**src/rtl/dmem_avmm_pkg.sv**
```systemverilog
// Shared types and constants for the SCR1 data-memory Avalon-MM bridge.
// Request width/command encodings, FSM states and lane enable bases.
package dmem_avmm_pkg;

  typedef enum logic {
    CMD_RD = 1'b0,
    CMD_WR = 1'b1
  } cmd_e;

  typedef enum logic [1:0] {
    W_BYTE = 2'd0,
    W_HALF = 2'd1,
    W_WORD = 2'd2,
    W_BAD  = 2'd3
  } width_e;

  typedef enum logic [1:0] {
    S_IDLE,
    S_CMD,
    S_WAIT_RD,
    S_RESP
  } state_e;

  localparam int TIMEOUT_W = 8;

  localparam logic [7:0] BE_BYTE = 8'h01;
  localparam logic [7:0] BE_HALF = 8'h03;
  localparam logic [7:0] BE_WORD = 8'h0F;

  function automatic logic misaligned(
    input width_e     w,
    input logic [1:0] a
  );
    logic bad;
    bad = 1'b1;
    unique case (w)
      W_BYTE:  bad = 1'b0;
      W_HALF:  bad = a[0];
      W_WORD:  bad = (a != 2'b00);
      default: bad = 1'b1;
    endcase
    return bad;
  endfunction

endpackage

```
**src/rtl/dmem_avmm_lane.sv**
```systemverilog
// Byte-lane steering between the 32-bit core port and the 64-bit bus.
// Purely combinational: enables, replicated write data, steered read data.
module dmem_avmm_lane
  import dmem_avmm_pkg::*;
(
  input  width_e      width,
  input  logic [2:0]  addr,
  input  logic [31:0] wdata,
  input  logic [63:0] rdata_in,
  output logic [7:0]  be,
  output logic [63:0] wdata_rep,
  output logic [31:0] rdata
);

  logic [31:0] lane;
  logic [31:0] shifted;

  always_comb begin
    be        = '0;
    wdata_rep = '0;
    rdata     = '0;
    lane      = addr[2] ? rdata_in[63:32]
                        : rdata_in[31:0];
    shifted   = lane >> {addr[1:0], 3'b000};
    unique case (1'b1)
      (width == W_BYTE): begin
        be        = BE_BYTE << addr;
        wdata_rep = {8{wdata[7:0]}};
        rdata     = {24'b0, shifted[7:0]};
      end
      (width == W_HALF): begin
        be        = BE_HALF << addr;
        wdata_rep = {4{wdata[15:0]}};
        rdata     = {16'b0, shifted[15:0]};
      end
      (width == W_WORD): begin
        be        = BE_WORD << addr;
        wdata_rep = {2{wdata}};
        rdata     = shifted;
      end
      default: begin
        be        = '0;
        wdata_rep = '0;
        rdata     = '0;
      end
    endcase
  end

endmodule

```
**src/rtl/dmem_avmm_master.sv**
```systemverilog
// SCR1 dmem port to 64-bit Avalon-MM master, one transaction at a time.
// Misaligned and timed-out accesses complete with an error response.
module dmem_avmm_master
  import dmem_avmm_pkg::*;
#(
  parameter int AVM_AW         = 32,
  parameter int TIMEOUT_CYCLES = 255
) (
  input  logic              clk,
  input  logic              rst_n,
  input  logic              req_valid,
  output logic              req_ready,
  input  logic              req_cmd,
  input  logic [1:0]        req_width,
  input  logic [31:0]       req_addr,
  input  logic [31:0]       req_wdata,
  output logic              resp_valid,
  output logic              resp_err,
  output logic [31:0]       resp_rdata,
  output logic [AVM_AW-1:0] avm_address,
  output logic [7:0]        avm_byteenable,
  output logic              avm_read,
  output logic              avm_write,
  output logic [63:0]       avm_writedata,
  input  logic              avm_waitrequest,
  input  logic [63:0]       avm_readdata,
  input  logic              avm_readdatavalid
);

  localparam logic [TIMEOUT_W-1:0] TO_LAST =
    TIMEOUT_W'(TIMEOUT_CYCLES - 1);

  state_e               state;
  cmd_e                 r_cmd;
  width_e               r_width;
  logic [31:0]          r_addr;
  logic [31:0]          r_wdata;
  logic [TIMEOUT_W-1:0] cnt;

  logic [7:0]  lane_be;
  logic [63:0] lane_wdata;
  logic [31:0] lane_rdata;

  dmem_avmm_lane u_lane (
    .width     (r_width),
    .addr      (r_addr[2:0]),
    .wdata     (r_wdata),
    .rdata_in  (avm_readdata),
    .be        (lane_be),
    .wdata_rep (lane_wdata),
    .rdata     (lane_rdata)
  );

  // Bus fields come from captured request, gated by the strobes.
  assign avm_address    = AVM_AW'({r_addr[31:3], 3'b000});
  assign avm_byteenable = (avm_read | avm_write) ? lane_be : '0;
  assign avm_writedata  = avm_write ? lane_wdata : '0;

  always_ff @(posedge clk or negedge rst_n) begin
    if (!rst_n) begin
      state      <= S_IDLE;
      r_cmd      <= CMD_RD;
      r_width    <= W_BYTE;
      r_addr     <= '0;
      r_wdata    <= '0;
      cnt        <= '0;
      req_ready  <= 1'b1;
      resp_valid <= 1'b0;
      resp_err   <= 1'b0;
      resp_rdata <= '0;
      avm_read   <= 1'b0;
      avm_write  <= 1'b0;
    end else begin
      unique case (state)
        S_IDLE: begin
          if (req_valid) begin
            r_cmd      <= cmd_e'(req_cmd);
            r_width    <= width_e'(req_width);
            r_addr     <= req_addr;
            r_wdata    <= req_wdata;
            req_ready  <= 1'b0;
            resp_err   <= 1'b0;
            resp_rdata <= '0;
            cnt        <= '0;
            if (misaligned(width_e'(req_width),
                           req_addr[1:0])) begin
              state      <= S_RESP;
              resp_valid <= 1'b1;
              resp_err   <= 1'b1;
            end else begin
              state     <= S_CMD;
              avm_read  <= (req_cmd == CMD_RD);
              avm_write <= (req_cmd == CMD_WR);
            end
          end
        end
        S_CMD: begin
          if (!avm_waitrequest) begin
            avm_read  <= 1'b0;
            avm_write <= 1'b0;
            if (r_cmd == CMD_WR) begin
              state      <= S_RESP;
              resp_valid <= 1'b1;
            end else begin
              state <= S_WAIT_RD;
              cnt   <= '0;
            end
          end else if (cnt == TO_LAST) begin
            avm_read   <= 1'b0;
            avm_write  <= 1'b0;
            state      <= S_RESP;
            resp_valid <= 1'b1;
            resp_err   <= 1'b1;
          end else begin
            cnt <= cnt + 1'b1;
          end
        end
        S_WAIT_RD: begin
          if (avm_readdatavalid) begin
            resp_rdata <= lane_rdata;
            state      <= S_RESP;
            resp_valid <= 1'b1;
          end else if (cnt == TO_LAST) begin
            state      <= S_RESP;
            resp_valid <= 1'b1;
            resp_err   <= 1'b1;
          end else begin
            cnt <= cnt + 1'b1;
          end
        end
        S_RESP: begin
          resp_valid <= 1'b0;
          req_ready  <= 1'b1;
          state      <= S_IDLE;
        end
        default: state <= S_IDLE;
      endcase
    end
  end

endmodule
```
**config.mk**
```make
export PLATFORM = sky130hd
export DESIGN_NAME = dmem_avmm_master
export DESIGN_NICKNAME = d
export VERILOG_FILES = /design/src/rtl/dmem_avmm_pkg.sv /design/src/rtl/dmem_avmm_lane.sv /design/src/rtl/dmem_avmm_master.sv
export SDC_FILE = /design/constraint.sdc
export NUM_CORES = 1
export LEC_CHECK = 0
export CORE_ASPECT_RATIO = 1.2
export CORE_UTILIZATION = 40
export CTS_CLUSTER_SIZE = 8
export DETAILED_ROUTE_END_ITERATION = 10
export PLACE_DENSITY = 0.76
export SETUP_SLACK_MARGIN = 0.2
export SLEW_MARGIN = 20
export SYNTH_ARGS = -nofsm -noshare
export SYNTH_HDL_FRONTEND = slang
export SYNTH_SLANG_ARGS = --single-unit
```
**constraint.sdc**
```tcl
create_clock -name clk -period 6.2 [get_ports clk]
set_input_delay 1.86 -clock clk [delete_from_list [all_inputs] [get_ports clk]]
set_output_delay 1.86 -clock clk [all_outputs]
set_load 0.02 [all_outputs]
```
---- Word level (Yosys, flattened, before mapping) ----
Cells that the tools add are included.
word-level totals
  word-level logic and storage cells ...... 99
  register bits after elaboration ......... 114
  input port bits ......................... 136
  output and inout bits ................... 141
operators by class
  muxes and demuxes ....................... 48
  shift operators ......................... 4
  $add $sub $neg .......................... 1
  reduce and logical (&&, ||, !) cells .... 15
  bitwise gates (word level) .............. 2
  equality and inequality tests ........... 17
operator list
  cell                                                 count
  one-hot mux 64 bit (3 select lines)                  1
  two-way mux 32 bit                                   3
  one-hot mux 32 bit (3 select lines)                  1
  two-way mux 64 bit                                   1
  one-hot mux 32 bit (2 select lines)                  1
  two-way mux 8 bit                                    6
  one-hot mux 8 bit (3 select lines)                   2
  >> shifter 32 x 5 -> 32 bit                          1
  two-way mux 1 bit                                    21
  != test 2 bit, second input constant                 6
  AND reduction 4 bit                                  3
  two-way mux 2 bit                                    5
  != test 3 bit, second input constant                 3
  adder 8 x 1 -> 8 bit, second input constant          1
  equality test 2 bit, second input constant           4
  equality test 8 bit, second input constant           1
  one-hot mux 2 bit (4 select lines)                   1
  nonzero test 2 bit                                   4
  << shifter 1 x 3 -> 8 bit, first input constant      1
  << shifter 2 x 3 -> 8 bit, first input constant      1
  << shifter 4 x 3 -> 8 bit, first input constant      1
  equality test 2 x 1 -> 1 bit, second input constant  3
  zero test 2 bit                                      3
  one-hot mux 1 bit (2 select lines)                   3
  other kinds (7)                                      10

---- Logic depth before layout (Yosys ltp) ----
Gate-level depths: netlist (run 1).
  depth in word-level cells ............... 7
  mapped depth ............................ 8
  mapped depth without buffers ............ 6

---- Hierarchy ----
Synthesis (run 1) repeated with hierarchy kept, for this count alone.
second synthesis, totals
  cells, all modules ...................... 705
  area total of the unflattened synthesis .. 7240.7 µm²
by module, submodules not included
  module            seq. area each (µm²)  instances  cells an instance  area an instance (µm²)
  dmem_avmm_master  2854.0                1          447                5418.9
  dmem_avmm_lane    0.0                   1          258                1821.7

---- Least setup slack after synthesis (run 1) ----
No wires, ideal clock.
  kind .................................... flip-flop to output port
  start ................................... reg r_width[0]
  end ..................................... out avm_writedata[48]
  arrival time ............................ 1.823 ns
  buffers on the path ..................... 2
  required time ........................... 4.340 ns
  cell stages (with the launch flop) ...... 7
  setup slack ............................. 2.517 ns
  cells stage by stage .................... dfrtp_1 > ha_1 > nand2b_1 > clkbuf_1 > nor2_1 > a22o_1 > buf_4
on the way
  word-level cells in the longest chain between the ends .. 3
  elaborated cells between the ends (all ways) .. 5
  classes of those cells .................. eq/ne (2); mux (2); reduce/logical (1)
RTL lines
  element                                            line                    text
  start, declared                                    dmem_avmm_master.sv:35  width_e r_width;
  start signal, assigned                             dmem_avmm_master.sv:78  r_width <= width_e'(req_width);
  equality test 2 bit, or another cell as far along  dmem_avmm_lane.sv:36    (width == W_WORD): begin
  one-hot mux 64 bit (3 select lines) (*)            dmem_avmm_lane.sv:25    unique case (1'b1)
  two-way mux 64 bit (*)                             dmem_avmm_master.sv:57  assign avm_writedata = avm_write ? lane_wdata : '0;
  end, declared                                      dmem_avmm_master.sv:24  output logic [63:0] avm_writedata,
Every way passes the cells marked *; elsewhere a longest branch is shown, timed or not.

---- Worst setup path in the final report (run 1) ----
  start ................................... reg r_width[0]
  end ..................................... out avm_writedata[38]
Same word-level chain as after synthesis.

==> results of run 1 <==
[sequential cells by signal, summed over array words and instances (netlist names), 2 cells and up]
signal and flops:
r_wdata 32, cnt 8, r_addr 32, state 2, r_width 2, resp_rdata 32
[where the power goes]
| group | internal [W] | total (W) | switching (W) |
|---|---|---|---|
| clock | 0.000634 | 0.00100 | 0.000368 |
| sequential | 0.00106 | 0.00137 | 0.000311 |
| combinational | 0.00146 | 0.00300 | 0.00154 |
[final cells by class]
type | instances | area (sq um)
inverters | 30 | 113
clock buffers | 17 | 425
multi-input cells | 368 | 2960
clock inverters | 15 | 185
well taps | 208 | 260
flip-flops and latches | 114 | 2860
repair buffers | 275 | 2750
fillers | 1361 | 6280
[placed cells by master (no fill, tap or decap), drive strengths merged, types with 6 or more instances in the layout]
master / synthesis / final
nor2: 37 / 37
and2: 11 / 11
dfrtp: 113 / 113
mux4: 16 / 16
nand2: 54 / 54
nand3: 8 / 8
inv: 30 / 32
a222oi: 8 / 8
mux2i: 10 / 10
a21oi: 11 / 11
ha: 11 / 11
nand4: 6 / 6
a31oi: 6 / 6
a22o: 8 / 8
o21ai: 27 / 27
o221ai: 17 / 17
clkbuf: 13 / 17
a22oi: 9 / 9
mux2: 76 / 76
clkdlybuf4s50: 0 / 272
[Yosys cell counts, types with 3 or more instances]
master / number
a21oi_1: 11
a222oi_1: 8
a22o_1: 8
a22oi_1: 9
a31oi_1: 6
and2_1: 10
and3_1: 4
buf_1: 4
buf_2: 11
buf_4: 67
clkbuf_1: 13
dfrtp_1: 113
ha_1: 11
inv_1: 30
mux2_2: 76
mux2i_1: 10
mux4_2: 16
nand2_1: 54
nand2b_1: 5
nand3_1: 7
nand4_1: 6
nor2_1: 37
nor2b_1: 3
nor3_1: 4
o211ai_1: 3
o21ai_0: 27
o221ai_1: 17
o22ai_1: 5
[kinds of logic (layout without fill, tap and decap cells)]
family | Yosys count | after routing
AND/OR/NAND/NOR | 143 | 143
buffers and inverters | 126 | 337
flip-flops | 114 | 114
AO/OA/AOI/OAI | 109 | 109
multiplexers | 102 | 102
adder cells (fa/ha/maj) | 11 | 11
other | 1 | 3
[metrics by stage]
| stage | cell area [sq um] | setup slack (ns) | std cells | total power (W) | hold slack, ns |
|---|---|---|---|---|---|
| finish | 9550 | 1.17 | 1027 | 0.00537 | 0.477 |
| global route | 9550 | 0.968 | 1027 | 0.00568 | 0.494 |
| CTS | 9550 | 1.13 | 1027 | 0.00543 | 0.481 |
| detailed placement | 8940 | 1.62 | 995 | 0.00438 | 0.469 |
| global placement | 8940 | 1.64 | 995 | 0.00436 | 0.458 |
| floorplan | 6560 | 2.52 | 608 | 0.00340 | 0.479 |
[routing by layer]
| layer | wire length (um) | vias to the layer above |
|---|---|---|
| li1 | - | 2529 |
| met4 | 282 | 0 |
| met2 | 9850 | 201 |
| met1 | 7420 | 2635 |
| met5 | 0 | - |
| met3 | 1220 | 18 |
[worst reg2reg max path: stages, from the launching register on]
cell	delay, ns
dfrtp_1	0.44
inv_1	0.09
ha_1	0.31
nand2_4	0.69
o21bai_1	0.32
mux2_2	0.37
o22ai_1	0.15
[final timing paths]
check / cells past startpoint / to / slack, ns / start
setup / recovery: 5 / avm_writedata[38] / 1.17 / r_width[0]$_DFFE_PN0P_
hold / removal: 2 / resp_rdata[25]$_DFFE_PN0P_ / 0.48 / resp_rdata[25]$_DFFE_PN0P_
setup reg to reg: 6 / avm_read$_DFFE_PN0P_ / 3.74 / state[1]$_DFFE_PN0N_
hold reg to reg: 2 / resp_rdata[25]$_DFFE_PN0P_ / 0.48 / resp_rdata[25]$_DFFE_PN0P_
max in group asynchronous: 2 / r_addr[2]$_DFFE_PN0P_ / 3.51 / rst_n
min in group asynchronous: 1 / resp_rdata[25]$_DFFE_PN0P_ / 1.59 / rst_n
==> results by group, run 1 <==
Outcome
  • Outcome: complete, no violations

Clocking
  • Root Driver: clkbuf_16
  • CTS tree: yes
  • Clk Latency, worst-skew pair: about 0.42 ns
  • Depth of the CTS H-tree: 4
  • CTS Sinks: between 100 and 150
  • Worst-path clk slew: around 0.05 ns
  • Post CTS Setup Buffer Count: 0
  • Resized Gates After CTS: 0
  • Total CTS buffers: 17
  • Hold Buf Count CTS: 0
  • Clock Path Buffers: 2

Logic synthesis
  • Register area share after synthesis: between 40% and 50%
  • Main synth FF type: dfrtp_1
  • Mean Syn Cell Area: 10.8 sq um
  • Syn Std Cell Area: 0.00655 sq mm
  • Share of the synthesized area in the top cell type: a little over two fifths
  • Adder-cell share of the synthesized area: approximately 2.1%
  • Post-synth EDFFs: 0
  • Mux contribution to synthesized area: 20.1%
  • XOR/XNOR share of the synthesized area: 0%
  • Cells after Synth: approximately 610
  • Yosys reg bits: 114
  • Share of synthesized registers carrying an async set or reset: between 90% and 100%
  • Synth warn: 0
  • Synth area leader: dfrtp_1
  • Post-synthesis compound-gate area fraction: 12.2%
  • Synth top area cells: dfrtp_1, mux2_2, buf_4, mux4_2, nand2_1
  • Post-synth cell types: between 50 and 60
  • Main combinational cell family by area after synthesis: multiplexers
  • Simple-gate share of the synthesized area: about a tenth

Cells and area
  • Nets@finish: 953
  • Antenna cells: 0
  • Share of cells above drive strength 1: roughly 17%
  • Area growth, synth to finish: 45.8%
  • Final core utilization: about three fifths

Global routing
  • First-pass GRT wire length: slightly below 30 mm
  • Vias in the first global route: approximately 5500
  • Met2 usage: 41.8%
  • Top Usage Layer GRT: met2
  • Met1 Use GR: 25.5%
  • Initial antenna violation count: 0
  • Overflow after GRT: 0
  • Pin count of the biggest net entering global routing: 76
  • Met3 usage: 6.53%
  • Total GRT Usage: 22.8%

STA
  • Fmax: approximately 200 MHz
  • Setup TNS: 0 ns
  • Fin crit period: 5.03 ns
  • Final hold vios: 0
  • Rel. slew slack: approximately 36%
  • Final period util: around 80%
  • Worst Skew: roughly 0.0087 ns
  • Final Max Slew Viols: 0
  • Worst-Margin Slew: 0.962 ns
  • Setup violators final: 0
  • RSZ-0062 raised after global routing: no

Worst setup path
  • Crit path DAT: roughly 3.2 ns
  • Top Family by Delay on Critical Path: simple AND/OR/NAND/NOR gates
  • Worst setup EP type: output port
  • CP required: about 4.3 ns
  • Max FO, Critical Path: 19
  • Critical path type: flip-flop to output port
  • Element type at the critical path start: flip-flop
  • CP bufs+invs: 1
  • Peak per-stage delay on the critical path: approximately 0.66 ns
  • Slowest CP cell: nor2b_1
  • Critical path, cell by cell: ha_1 > nand2b_1 > nor2b_1 > and2_1 > clkdlybuf4s50_1

Worst hold path
  • HP Class: flip-flop to flip-flop

Pwr
  • Peak VDD IR: 0.355 mV
  • P_leak: roughly 3.9 nW
  • Power per cell area: ~560 mW/mm^2

Placed design
  • I/O Buffers: 273
  • Global placement routability congestion: a little over 0.8
  • Post-DP HPWL: between 10 and 15 mm

Drt
  • Routed WL per cell: 18.3 um
  • DR vias: approximately 5400
  • Antenna violation net count after detailed routing: 0
  • DRC: 0
  • DRT iter0 DRCs: between 200 and 300
  • Drt via density: ~5.2
  • Post-Route WL: between 15 and 20 mm
  • Drt pass-1 iters: 5

Floorplan
  • Rows: 50
  • Die footprint: around 0.017 sq mm
  • Die Ht: roughly 140 um
  • I/O pins: roughly 280
  • Die Span X: around 120 um
  • Initial Utilization: 41.4%
  • Core area: 0.0158 sq mm

Job
  • Max cap viols: 0
No activity file was read; power rests on OpenSTA's default activity.
==> run 2, diff against run 1 <==
- CORE_UTILIZATION: 40 -> 39
- PLACE_DENSITY: 0.76 -> 0.77
- clock period: 6.2 -> 4.6 ns (I/O delays scaled with it)
==> run 2 against run 1 <==
  * Core utilization shrank 1.5 points
  * Register-to-register slack lost 1.5 ns
  * Non-clock buffer count grew 5
  * Clock power is 34% higher
  * Count of clock-buffer cells in the layout is 1 higher
  * Sequential power increased by 30%
  * Critical path depth grew 1
  * Worst setup slack got worse by 0.74 ns
  * First-iteration DRC count grew 6.4%
  * Final cell count grew 0.78%
  * Via count increased by 1.7%
  * Clock skew is 0.0032 ns lower
==> results by group, run 2 (synthesized netlist as in run 1, its figures left out) <==
Cells and area
  • Antenna cells: 0
  • Most frequent cells in the layout: clkdlybuf4s50_1, dfrtp_1, mux2_2, nand2_1, nor2_1
  • Nets@finish: between 900 and 1000
  • Biggest regs: r_addr x32, r_wdata x32, resp_rdata x32
  • Area growth, synth to finish: 46.7%
  • Most common cell after layout, fill and taps aside: clkdlybuf4s50_1
  • Share of cells above drive strength 1: 17.9%
  • Fillers: 1404
  • Post-route insts no fill: slightly above 1000

Worst setup path
  • Element type at the critical path start: flip-flop
  • Crit path DAT: around 2.8 ns
  • Critical path type: flip-flop to output port
  • FF-to-FF path depth: 6
  • Worst setup EP type: output port
  • Max FO, Critical Path: 19
  • CP required: approximately 3.2 ns

Pwr
  • Peak VDD IR: around 0.46 mV
  • NetSw: between 0.003 and 0.004 W
  • P_int: between 0.004 and 0.005 W
  • Power per cell area: between 700 and 800 mW/mm^2
  • Reg power frac: approximately a quarter
  • P_leak: just under 4 nW
  • Sw frac: around 41%
  • Clock power frac: about 18%
  • Gate power share: between 50% and 60%

Clocking
  • Clk Latency, worst-skew pair: 0.41 ns
  • Hold Buf Count CTS: 0
  • Clock Path Buffers: 2
  • Total CTS buffers: 17
  • Root Driver: clkbuf_16
  • CTS tree: yes
  • Worst-path clk slew: 0.05 ns
  • Depth of the CTS H-tree: 4
  • CTS Sinks: 114

Floorplan
  • I/O pins: between 200 and 300
  • Rows: between 50 and 60
  • Initial Utilization: between 40% and 50%
  • Die footprint: between 0.015 and 0.02 sq mm
  • Die Ht: 144 um
  • Core area: about 0.016 sq mm
  • Die Span X: between 100 and 150 um

Global routing
  • First-pass GRT wire length: around 30 mm
  • Initial antenna violation count: 0
  • Total GRT Usage: 23.0%
  • Vias in the first global route: ~5600
  • Pin count of the biggest net entering global routing: a little under 70
  • Overflow after GRT: 0

Outcome
  • Outcome: complete, no violations

Job
  • Max cap viols: 0

STA
  • Worst Skew: approximately 0.0056 ns
  • Worst-Margin Slew: a little under 0.9 ns
  • Fin crit period: 4.17 ns
  • Final period util: between 90% and 100%
  • Rel. slew slack: between 40% and 50%
  • Final hold vios: 0
  • Hold slack final: approximately 0.48 ns
  • Fmax: ~240 MHz
  • Final Max Slew Viols: 0
  • Setup TNS: 0 ns
  • Setup violators final: 0
  • RSZ-0062 raised after global routing: no

Worst hold path
  • HP Class: flip-flop to flip-flop
  • WHS Path Cells: 2

Placed design
  • Global placement routability congestion: ~0.84
  • I/O Buffers: ~270
  • Post-DP HPWL: around 14 mm
  • Placed instance count: 1004

Drt
  • DRT iter0 DRCs: approximately 320
  • Drt via density: approximately 5.3
  • DR vias: roughly 5500
  • Routed WL per cell: ~19 um
  • Post-Route WL: 19.4 mm
  • DRC: 0
  • Drt pass-1 iters: 6
  • Antenna violation net count after detailed routing: 0
[run 2: cell count changes in the layout (fill, tap and decap cells not counted), moves of 2 or more]
cell / before / now
clkinv_2: 1 / 3
nor2_2: 0 / 2
clkinv_4: 4 / 2
buf_12: 0 / 2
buf_4: 3 / 6
nor2_1: 37 / 35
[run 2: metrics by stage]
step	total power, W	instance area, sq um	utilization [%]	setup WS [ns]
2_1_floorplan	0.00458	6560	-	1.40
4_1_cts	0.00736	9600	58.8	0.242
3_3_place_gp	0.00593	9000	55.1	0.610
3_5_place_dp	0.00598	9000	55.1	0.629
6_report	0.00730	9610	58.8	0.433
5_1_grt	0.00772	9610	58.8	0.259
[run 2: cell type report]
class,instances,area (sq um),share of cell area [%]
Sequential cell,114,2860,29.7
Timing Repair Buffer,280,2810,29.2
Multi-Input combinational cell,368,2970,30.9
Clock buffer,18,439,4.57
Tap cell,212,265,2.76
Inverter,30,113,1.17
Clock inverter,13,161,1.68
[run 2: final timing paths]
| kind | slack [ns] | endpoint | from |
|---|---|---|---|
| min in group asynchronous | 1.10 | resp_rdata[17]$_DFFE_PN0P_ | rst_n |
| hold / removal | 0.48 | resp_rdata[28]$_DFFE_PN0P_ | resp_rdata[28]$_DFFE_PN0P_ |
| hold reg to reg | 0.48 | resp_rdata[28]$_DFFE_PN0P_ | resp_rdata[28]$_DFFE_PN0P_ |
| setup reg to reg | 2.22 | cnt[3]$_DFFE_PN0P_ | state[0]$_DFFE_PN0N_ |
| max in group asynchronous | 2.72 | r_wdata[18]$_DFFE_PN0P_ | rst_n |
| setup / recovery | 0.43 | avm_writedata[21] | r_width[0]$_DFFE_PN0P_ |
[run 2: critical path, cell delays in order, from the launching register on]
cell             delay [ns]
dfrtp_1                0.40
ha_1                   0.28
nand2b_1               0.17
buf_4                  0.21
nor2_2                 0.40
a22o_1                 0.28
clkdlybuf4s50_1        0.63
[run 2: layer usage]
metal  global-route usage [%]  vias up  share of wire (%)
li1                         -     2526                  -
met3                     5.67       42                7.2
met5                        0        -                  0
met4                     10.3        0                3.1
met1                     26.3     2672                 39
met2                     40.5      237                 51
[run 2: power by group through the flow]
stage                     sequential (W)  clock, W  combinational (W)
after floorplan                  0.00176         0            0.00282
after global placement           0.00178         0            0.00415
after detailed placement         0.00179         0            0.00418
after CTS                        0.00178   0.00137            0.00422
after global routing             0.00184   0.00140            0.00447
final                            0.00178   0.00134            0.00418
[run 2: what timing repair did]
item,CTS,global route
setup endpoints to repair,2,16
cloned,0,0
gates resized for setup,1,2
setup buffers,0,0
==> run 3, diff against run 2 <==
- CTS_CLUSTER_SIZE: 8 -> default
- SLEW_MARGIN: 20 -> default
==> results of run 3 <==
No change in the layout: final DEF, timing and power equal those of run 2.
